==> config.mk <==
export PLATFORM = sky130hd
export DESIGN_NAME = mod_counter_n_flat
export DESIGN_NICKNAME = d
export VERILOG_FILES = /design/src/rtl/counter_pkg.sv /design/src/rtl/mod_counter_n_if.sv /design/src/rtl/mod_counter_n.sv /design/src/flat_wrapper.sv
export SDC_FILE = /design/constraint.sdc
export NUM_CORES = 1
export LEC_CHECK = 0
export ABC_AREA = 1
export CAP_MARGIN = 5
export CELL_PAD_IN_SITES_DETAIL_PLACEMENT = 1
export CELL_PAD_IN_SITES_GLOBAL_PLACEMENT = 2
export CORE_MARGIN = 4
export CORE_UTILIZATION = 21
export DETAILED_ROUTE_END_ITERATION = 10
export PLACE_DENSITY = 0.71
export SKIP_CTS_REPAIR_TIMING = 1
export SLEW_MARGIN = 20
export SYNTH_ARGS = -nofsm -noshare
export SYNTH_HDL_FRONTEND = slang
export SYNTH_SLANG_ARGS = --single-unit
==> constraint.sdc <==
create_clock -name CLK -period 1.7 [get_ports CLK]
set_input_delay 0.17 -clock CLK [delete_from_list [all_inputs] [get_ports CLK]]
set_output_delay 0.17 -clock CLK [all_outputs]
set_load 0.005 [all_outputs]
==> src/rtl/counter_pkg.sv <==
// Shared counter types and next-state arithmetic for mod-N counters, prescalers and timers.
// Arithmetic runs at a fixed maximum width; callers zero-extend and truncate to their own width.
package counter_pkg;

    typedef enum logic {DIR_DOWN = 1'b0, DIR_UP = 1'b1} dir_e;

    localparam int CNT_MAX_W = 32;

    typedef logic [CNT_MAX_W-1:0] cnt_t;

    typedef struct packed {
        cnt_t q;
        logic wrap;
    } next_t;

    // Up terminates at or above the limit so an out-of-range value falls back to zero.
    function automatic logic is_term(input cnt_t q, input cnt_t limit, input dir_e dir);
        logic t;
        case (dir)
            DIR_UP:   t = (q >= limit);
            DIR_DOWN: t = (q == {CNT_MAX_W{1'b0}});
            default:  t = 1'b0;
        endcase
        return t;
    endfunction

    function automatic next_t next_count(input cnt_t q, input cnt_t limit, input dir_e dir);
        next_t n;
        n.wrap = is_term(q, limit, dir);
        case (dir)
            DIR_UP:   n.q = n.wrap ? {CNT_MAX_W{1'b0}} : q + cnt_t'(1);
            DIR_DOWN: n.q = n.wrap ? limit : q - cnt_t'(1);
            default:  n.q = q;
        endcase
        return n;
    endfunction

endpackage

==> src/rtl/mod_counter_n_if.sv <==
// Control/status bundle of one modulo-N counter stage; the master drives controls, the counter answers.
interface mod_counter_n_if #(
    parameter int WIDTH = 4
);
    logic             LOAD_n;
    logic [WIDTH-1:0] D;
    logic [WIDTH-1:0] LIMIT;
    logic             UP;
    logic             ENP;
    logic             ENT;
    logic [WIDTH-1:0] Q;
    logic             RCO;
    logic             WRAP;

    modport master (
        output LOAD_n, D, LIMIT, UP, ENP, ENT,
        input  Q, RCO, WRAP
    );

    modport slave (
        input  LOAD_n, D, LIMIT, UP, ENP, ENT,
        output Q, RCO, WRAP
    );
endinterface

==> src/rtl/mod_counter_n.sv <==
// Presettable up/down modulo-(LIMIT+1) counter with '161-style ENP/ENT cascade enables.
// RCO is combinational so a chain of stages advances on a single edge.
module mod_counter_n
    import counter_pkg::*;
#(
    parameter int WIDTH = 4
) (
    input  logic            CLK,
    input  logic            CLR_n,
    mod_counter_n_if.slave  bus
);

    logic [WIDTH-1:0] r_q;
    logic             r_wrap;

    cnt_t             w_q_ext;
    cnt_t             w_lim_ext;
    dir_e             w_dir;
    logic             w_term;
    next_t            w_next;
    logic             w_count_en;
    logic [WIDTH-1:0] w_next_q;

    // Next-count arithmetic and terminal detection from the current state and controls.
    always_comb begin
        w_q_ext    = cnt_t'(r_q);
        w_lim_ext  = cnt_t'(bus.LIMIT);
        w_dir      = dir_e'(bus.UP);
        w_term     = is_term(w_q_ext, w_lim_ext, w_dir);
        w_next     = next_count(w_q_ext, w_lim_ext, w_dir);
        w_next_q   = WIDTH'(w_next.q);
        w_count_en = bus.ENP & bus.ENT;
    end

    // Count register: clear beats load beats count; WRAP is high only after a wrapping count.
    always_ff @(posedge CLK) begin
        if (!CLR_n) begin
            r_q    <= {WIDTH{1'b0}};
            r_wrap <= 1'b0;
        end else if (!bus.LOAD_n) begin
            r_q    <= bus.D;
            r_wrap <= 1'b0;
        end else if (w_count_en) begin
            r_q    <= w_next_q;
            r_wrap <= w_next.wrap;
        end else begin
            r_q    <= r_q;
            r_wrap <= 1'b0;
        end
    end

    assign bus.Q    = r_q;
    assign bus.WRAP = r_wrap;
    assign bus.RCO  = bus.ENT & w_term;

endmodule

==> src/flat_wrapper.sv <==
// flat-port wrapper written by rule: the top's interface ports become plain ports
module mod_counter_n_flat import counter_pkg::*;
#(
    parameter int WIDTH = 4
)
  (CLK, CLR_n, bus_LOAD_n, bus_D, bus_LIMIT, bus_UP, bus_ENP, bus_ENT, bus_Q, bus_RCO, bus_WRAP);
  mod_counter_n_if #(.WIDTH(WIDTH)) bus_i ();
  input  logic CLK;
  input  logic CLR_n;
  input wire logic [$bits(bus_i.LOAD_n)-1:0] bus_LOAD_n;
  input wire logic [$bits(bus_i.D)-1:0] bus_D;
  input wire logic [$bits(bus_i.LIMIT)-1:0] bus_LIMIT;
  input wire logic [$bits(bus_i.UP)-1:0] bus_UP;
  input wire logic [$bits(bus_i.ENP)-1:0] bus_ENP;
  input wire logic [$bits(bus_i.ENT)-1:0] bus_ENT;
  output wire logic [$bits(bus_i.Q)-1:0] bus_Q;
  output wire logic [$bits(bus_i.RCO)-1:0] bus_RCO;
  output wire logic [$bits(bus_i.WRAP)-1:0] bus_WRAP;
  assign bus_i.LOAD_n = bus_LOAD_n;
  assign bus_i.D = bus_D;
  assign bus_i.LIMIT = bus_LIMIT;
  assign bus_i.UP = bus_UP;
  assign bus_i.ENP = bus_ENP;
  assign bus_i.ENT = bus_ENT;
  assign bus_Q = bus_i.Q;
  assign bus_RCO = bus_i.RCO;
  assign bus_WRAP = bus_i.WRAP;
  mod_counter_n #(.WIDTH(WIDTH)) u_core (.CLK(CLK), .CLR_n(CLR_n), .bus(bus_i));
endmodule
## After elaboration in Yosys (flattened, before gate mapping)

Index checks and enable logic that the tools add are counted.
W data, S select, Z words.

- Add/subtract/negate cells: 2
- Order comparisons: 1
- Eq/ne operators: 1
- Muxes and demuxes: 6
- Bitwise gates (word level): 3
- Reduce and logical (&&, ||, !) cells: 2

Operators by type and width:

| cell | count |
|---|---|
| $mux W4 | 4 |
| $pmux W4 S2 | 1 |
| $add A4 B1 Y4 const B | 1 |
| $ge A4 B4 Y1 | 1 |
| $logic_not A4 Y1 | 1 |
| $sub A4 B1 Y4 const B | 1 |
| $reduce_and A3 Y1 | 1 |
| $and A1 B1 Y1 | 2 |
| $ne A2 B1 Y1 const B | 1 |
| $pmux W1 S2 | 1 |
| $not A1 Y1 | 1 |

- Flip-flop bits (word level): 5
- Input bits: 14
- Output and inout port bits: 6
- Logic and storage cells: 17

## Logic depth before layout (Yosys ltp)

Gate-level depths: netlist of run 1.

- Word-level depth: 6
- Mapped depth: 13
- Depth with buffers taken out: 13

## Worst setup path before layout of run 1

OpenSTA, ideal clock, no wires.

- Path kind: register -> register
- From: register u_core.r_q[0], in the netlist u_core.bus.Q[0]
- To: register u_core.r_q[3], in the netlist u_core.bus.Q[3]
- Library setup time: 0.117 ns
- Arrival time: 1.376 ns
- Required time: 1.583 ns
- Slack: 0.207 ns
- Stages on the path, launching flop included: 11
- Path buffers: 0
- Period minus slack after synthesis: 1.493 ns
- Cell sequence: dfxtp_1 > inv_1 > ha_1 > nand2_1 > inv_1 > nand2_1 > nand3_1 > nand2_1 > nand2_1 > o21ai_0 > a22o_1

- Word-level cells in the longest chain between the ends: 6
- Elaborated cells between the ends (all ways): 10
- Those cells by class: add/sub: 2; order compare: 1; mux: 6; reduce/logical: 1

RTL lines:

| what | line | text |
|---|---|---|
| start: declaration | mod_counter_n.sv:13 | `logic [WIDTH-1:0] r_q;` |
| start signal: assignment | mod_counter_n.sv:38 | `r_q <= {WIDTH{1'b0}};` |
| start signal: assignment | mod_counter_n.sv:41 | `r_q <= bus.D;` |
| start signal: assignment | mod_counter_n.sv:44 | `r_q <= w_next_q;` |
| $ge A4 B4 Y1 / $logic_not A4 Y1 (equally long branches) | counter_pkg.sv:20, counter_pkg.sv:21 |  |
| $pmux W1 S2 | counter_pkg.sv:19 | `case (dir)` |
| $mux W4 (on tied branches) | counter_pkg.sv:32, counter_pkg.sv:31 |  |
| $pmux W4 S2 * | counter_pkg.sv:30 | `case (dir)` |
| $mux W4 * | mod_counter_n.sv:43 | `end else if (w_count_en) begin` |
| $mux W4 * | mod_counter_n.sv:40 | `end else if (!bus.LOAD_n) begin` |

Every way passes the cells marked *; elsewhere a longest branch is shown, timed or not. The select of a mux whose other input is x is not followed.
A chain may end at the register's enable or synchronous reset.

## Worst setup path in the final report of run 1

- From: register u_core.r_q[3], in the netlist u_core.bus.Q[3]
- To: output port bus_RCO

- Word-level cells in the longest chain between the ends: 3
- Elaborated cells between the ends (all ways): 4
- Those cells by class: order compare: 1; mux: 1; bitwise: 1; reduce/logical: 1

RTL lines:

| what | line | text |
|---|---|---|
| $ge A4 B4 Y1 / $logic_not A4 Y1 (equally long branches) | counter_pkg.sv:20, counter_pkg.sv:21 |  |
| $pmux W1 S2 * | counter_pkg.sv:19 |  |
| $and A1 B1 Y1 * | mod_counter_n.sv:54 | `assign bus.RCO = bus.ENT & w_term;` |
| end: declaration | flat_wrapper.sv:17 | `output wire logic [$bits(bus_i.RCO)-1:0] bus_RCO;` |

Every way passes the cells marked *; elsewhere a longest branch is shown, timed or not.

==> results.toml, run 1 <==
[yosys]
synth-edff-count = 0
netlist.area_leader.share_pct = 17.8
net_count_after_synthesis = 111
yosys_warnings = 0
seq_total_area_yosys_pct = 17.8
synthDistinctLibCells = 21
synth.cell_area_sq_um = 563
netlist_top_cells_area = "dfxtp_1 (18%), nand2_1 (14%), ha_1 (13%)"
synthTopCellsByCount = "nand2_1 (21), inv_1 (17), nor2_1 (9), ha_1 (6), nand3_1 (6)"
gate_count_post_synth = 91
asyncSetResetFlopFracSynth_pct = 0
cell_with_the_most_instances_after_synthesis = "nand2_1"
ys_seq_elements = 5
synth_top_area_cell = "dfxtp_1"
yosys_most_used_dff = "dfxtp_1"
syn_avg_cell_area_sq_um = 6.19

[cts]
cts.htree.levels = 1
cts_root_buffer = "clkbuf_4"
clk_pin_slew_ns = 0.04
clock_path_buffers = 2
cts_tree = "yes"
number_of_buffers_inserted_during_clock_tree_synthesis = 3
clock_insertion_delay_worst_skew_ns = 0.24
cts_num_sinks = 5

[floorplan]
row_count = 18
die_outline_area_sq_um = 3570
floorplan.initialDensity_pct = 22.3
ioPinCount = 20
floorplan.core_area_sq_um = 2520
die_span_y_um = 59.8
die_width_um = 59.8

[outcome]
outcome = "completed"

[hold_path]
hold_path_sink = "u_core.bus.Q[0]$_SDFFE_PN0P_"
timing.hold.worst_path_depth = 5
startpoint_of_the_worst_hold_path = "bus_LIMIT[0]"
timing.hold.worst.class = "in -> reg"

[routing]
route.vias.total = 730
first_pass_iters = 4
finalWirelength_um = 1950
detailedRoute.firstIterationViolations = 10
routed_wire_length_per_instance_um = 12.0
drt.antenna.violating_nets = 0
post_drt_via_cell_ratio = 4.51
drc_errors = 0

[power]
power.share.sequential_pct = 23.2
power.share.clock_pct = 24.1
comb_power_share_pct = 52.7
p_leak_nw = 0.528
ir_worst_vdd_v = 0.000348
sw_frac_of_total_pct = 35.3
power_density_nw_per_um2 = 565
p_int_uw = 375
net-switching-power_uw = 205

[timing]
final_setup_viols = 0
setup_repair_after_global_routing_missed_its_margin = "true"
slew_violations = 0
whs_ns = 0.490
final_critical_path_setup_slack_ns = 0.0176
fin_crit_sh_pct = 99.0
fin_crit_ns = 1.68
slew_headroom_pct = 79.6
setup-tns-final_ns = 0
fmax_mhz = 594
worst-slew-pin-transition_ns = 0.306
fin_worst_skew_ns = 0.00132
finalHoldViolations = 0

[worst_setup_path]
worstReg2RegEnd = "u_core.bus.Q[3]$_SDFFE_PN0P_"
worst_ep_required_time_ns = 1.53
worst_setup_path_start_kind = "flop"
worst_ep_arrival_time_ns = 1.51
setup.reg_to_reg.worst_slack_ns = 0.12
worst-setup-path-type = "reg -> out"
worst_path_max_fanout = 2
timing.critical_path.to_type = "output pin"
rr_worst_depth = 9
startpoint = "u_core.bus.Q[3]$_SDFFE_PN0P_"
r2r-start = "u_core.bus.Q[0]$_SDFFE_PN0P_"

[global_routing]
grt.overflow.total = 0
gr-usage-all-layers_pct = 11.9
vias_in_the_first_global_route = 759
grt_first_pass_wirelength_um = 3190
grt_start_max_net_pins = 7
antenna_found_initial = 0

[cells_and_area]
antenna_cells_inserted = 0
nets_final = 153
area_delta_synth_final_pct = 82.4
fillers = 327
combined_area_of_the_multi_input_logic_cells_sq_um = 449
register_area_sq_um = 104
drive_above_1_share_pct = 40.9
final_design_area_no_fill_sq_um = 1030

[placement]
place_congestion = 0.870
dp.final_hpwl_um = 1630
port_buffers = 19
placed_area_sq_um = 892
post-place-ws_ns = -0.524

[run]
cap_violations = 0
-- power groups by stage --
stage | combinational (mW) | clock (mW) | sequential (mW)
floorplan | 0.126 | 0 | 0.139
global placement | 0.257 | 0 | 0.134
detailed placement | 0.262 | 0 | 0.134
CTS | 0.264 | 0.149 | 0.132
global route | 0.343 | 0.160 | 0.135
finish | 0.306 | 0.140 | 0.134
-- cells in the final DEF, fill, tap and decap left out --
cell / Yosys / routed
nor3_2: 1 / 1
o21ai_2: 0 / 1
clkdlybuf4s50_1: 0 / 14
nor2_2: 2 / 2
nand2_2: 0 / 8
a21oi_2: 1 / 2
a21oi_1: 5 / 4
nand4_2: 1 / 1
nand2_1: 21 / 13
xor2_1: 2 / 2
dfxtp_2: 0 / 3
o21ai_0: 2 / 2
nand4_1: 3 / 3
inv_2: 1 / 8
clkbuf_4: 0 / 3
nand3_2: 0 / 1
buf_2: 0 / 1
a22o_1: 2 / 2
clkinv_2: 1 / 1
nor3_1: 1 / 1
ha_4: 0 / 3
nand3_1: 6 / 5
dfxtp_1: 5 / 2
clkbuf_1: 0 / 1
dlymetal6s2s_1: 0 / 4
xnor2_1: 1 / 1
ha_1: 6 / 3
nor2_1: 9 / 9
buf_4: 0 / 19
o21ai_1: 3 / 2
inv_1: 17 / 10
-- worst max-delay path: stages (launching register included) --
cell and delay (ns):
dfxtp_2 0.33, ha_4 0.27, nand2_2 0.05, inv_2 0.06
nand2_2 0.06, nand3_2 0.10, nand2_2 0.07, nand2_2 0.08
inv_2 0.04, nor2_1 0.08, buf_2 0.11
-- routing by layer --
layer	routed length (um)	part of all wire (%)	global-route usage (%)
met1	856	44	14.0
met2	982	50	20.4
met3	86	4.4	3.89
met4	26	1.3	3.80
met5	0	0	0
-- how the worst max path moves through the flow --
stage                                        end
finish                                   bus_RCO
floorplan           u_core.bus.Q[3]$_SDFFE_PN0P_
CTS                                      bus_RCO
global placement                         bus_RCO
detailed placement                       bus_RCO
global route                             bus_RCO
-- area by class of cell --
type | count | share of cell area (%)
Inverter | 19 | 7.06
Tap cell | 30 | 3.65
Timing Repair Buffer | 38 | 32.9
Sequential cell | 5 | 10.1
Multi-Input combinational cell | 66 | 43.7
Clock buffer | 4 | 2.56
-- metrics by stage --
| stage | std cells | total power [mW] | utilization, % |
|---|---|---|---|
| 2_1_floorplan | 91 | 0.264 | - |
| 3_3_place_gp | 154 | 0.391 | 35.4 |
| 3_5_place_dp | 154 | 0.396 | 35.4 |
| 4_1_cts | 158 | 0.544 | 36.4 |
| 5_1_grt | 162 | 0.638 | 40.7 |
| 6_report | 162 | 0.580 | 40.7 |
-- registers in the layout, summed over array words and instances (netlist names) --
name and flops:
u_core.bus.Q 4, u_core.bus.WRAP 1
-- cells by family after synthesis --
kind of cell | count (synthesis) | synth area share, %
adders and majority gates | 6 | 13.3
AOI/OAI and AO/OA | 13 | 13.6
xor gates and xnor gates | 3 | 4.67
DFF | 5 | 17.8
and+or+nand+nor | 44 | 35.8
buffers and inverters | 20 | 14.9
Note: power is estimated with default switching activity, not from simulation.
==> run 2: changes to the inputs <==
Settings changed: CORE_UTILIZATION 21 to 23, CTS_BUF_LIST set to sky130_fd_sc_hd__clkbuf_8, PLACE_DENSITY 0.71 to 0.77.
==> run 2 against run 1 <==
  * Highest routed layer unchanged
  * Worst hold slack better by 0.012 ns
  * Largest cell class unchanged
  * Fmax grew 0.77%
  * Final cell count decreased by 1.9%
  * Global-route usage increased by 1.4 points
  * Critical path depth unchanged
  * Setup slack better by 0.013 ns
  * Sequential power about the same
  * Via count shrank 0.68%
==> results.toml, run 2 (same netlist as run 1, synthesis figures left out) <==
[timing]
final_critical_path_setup_slack_ns = 0.0304
final_setup_viols = 0
fmax_mhz = 599
fin_crit_sh_pct = 98.2
fin_crit_ns = 1.67
setup_repair_after_global_routing_missed_its_margin = "true"
setup-tns-final_ns = 0
fin_worst_skew_ns = 0.00663
worst-slew-pin-transition_ns = 0.272
slew_violations = 0
slew_headroom_pct = 81.9
finalHoldViolations = 0

[cells_and_area]
most_common_cell_after_layout_fill_and_taps_aside = "buf_4"
drive_above_1_share_pct = 39.7
antenna_cells_inserted = 0
largest_reg_flops = 4
layout.cells.most_common_list = "buf_4 (18), nand2_1 (16), clkdlybuf4s50_1 (14)"
area_delta_synth_final_pct = 85.8
final_design_area_no_fill_sq_um = 1050
postLayoutCoreUtil_pct = 46.0
nets_final = 152

[power]
power_density_nw_per_um2 = 640
p_leak_nw = 0.532
ir_worst_vdd_v = 0.000606

[hold_path]
startpoint_of_the_worst_hold_path = "bus_LIMIT[0]"
hold_path_sink = "u_core.bus.Q[0]$_SDFFE_PN0P_"
timing.hold.worst_path_depth = 5
timing.hold.worst.class = "in -> reg"

[worst_setup_path]
timing.critical_path.to_type = "output pin"
worst_ep_required_time_ns = 1.53
worst_ep_arrival_time_ns = 1.50
worst-setup-path-type = "reg -> out"
worst_path_max_fanout = 2
worstReg2RegEnd = "u_core.bus.Q[2]$_SDFFE_PN0P_"
r2r-start = "u_core.bus.Q[1]$_SDFFE_PN0P_"
setup.reg_to_reg.worst_slack_ns = 0.12
worst_setup_path_start_kind = "flop"
rr_worst_depth = 11

[floorplan]
floorplan.initialDensity_pct = 24.7
floorplan.core_area_sq_um = 2280
row_count = 17
die_span_y_um = 57.5
die_outline_area_sq_um = 3300
die_width_um = 57.5
ioPinCount = 20

[cts]
cts_tree = "yes"
cts_num_sinks = 5
cts_root_buffer = "clkbuf_8"
clock_insertion_delay_worst_skew_ns = 0.23
number_of_buffers_inserted_during_clock_tree_synthesis = 3
cts.htree.levels = 1
clk_pin_slew_ns = 0.04
clock_path_buffers = 2

[routing]
routed_wire_length_per_instance_um = 13.3
drc_errors = 0
finalWirelength_um = 2120
post_drt_via_cell_ratio = 4.56
first_pass_iters = 4
route.vias.total = 725
detailedRoute.firstIterationViolations = 8
drt.antenna.violating_nets = 0

[global_routing]
gr-usage-all-layers_pct = 13.3
grt.overflow.total = 0
antenna_found_initial = 0
grt_start_max_net_pins = 7
grt_first_pass_wirelength_um = 3390
vias_in_the_first_global_route = 763

[placement]
port_buffers = 19
post-place-ws_ns = -0.554
placed_area_sq_um = 897
place_congestion = 0.753
dp.final_hpwl_um = 1630

[run]
cap_violations = 0

[outcome]
outcome = "completed"
[run 2: changes by cell type in the layout (fill, tap and decap cells not counted), sizes merged]
cell | before | now
buf | 20 | 19
clkbuf | 4 | 3
inv | 18 | 19
[run 2: critical path: stages, from the launching register on]
cell,delay (ns)
dfxtp_2,0.34
ha_4,0.26
nand2_1,0.04
nand2_1,0.07
nand2_2,0.07
nand3_2,0.09
nand2_2,0.06
nand2_2,0.09
inv_2,0.04
nor2_2,0.08
buf_2,0.11
[run 2: area by class of cell]
type	count	area, sq um
Tap cell	28	35.0
Clock buffer	3	41.3
Inverter	19	72.6
Clock inverter	1	3.75
Sequential cell	5	108
Fill cell	281	1230
Multi-Input combinational cell	66	455
Timing Repair Buffer	37	330
[run 2: power by group]
part           internal, mW  switching (mW)  leakage (nW)
Clock                 0.156          0.0726        0.0269
Sequential            0.128         0.00953        0.0428
Combinational         0.158           0.146         0.462
[run 2: routing by layer]
metal,track usage [%],wire [um],up-vias
met1,16.3,897,336
met2,21.5,1080,15
li1,-,-,370
met3,3.85,88,4
met5,0,0,-
met4,5.96,46,0
[run 2: worst max-delay path by stage]
stage | start | end | slack (ns) | depth (start not counted)
detailed placement | bus_LIMIT[2] | bus_RCO | -0.55 | 12
finish | u_core.bus.Q[1]$_SDFFE_PN0P_ | bus_RCO | 0.03 | 10
global placement | bus_LIMIT[2] | bus_RCO | -0.49 | 12
floorplan | u_core.bus.Q[0]$_SDFFE_PN0P_ | u_core.bus.Q[3]$_SDFFE_PN0P_ | 0.21 | 10
global route | u_core.bus.Q[0]$_SDFFE_PN0P_ | bus_RCO | -0.06 | 11
CTS | bus_LIMIT[2] | bus_RCO | -0.56 | 12
[run 2: through the flow]
stage	hold WS, ns	instances	power, mW
after floorplan	0.303	91	0.264
after global placement	0.598	153	0.395
after detailed placement	0.615	153	0.400
after CTS	0.601	157	0.638
after global routing	0.564	159	0.722
final	0.502	159	0.670
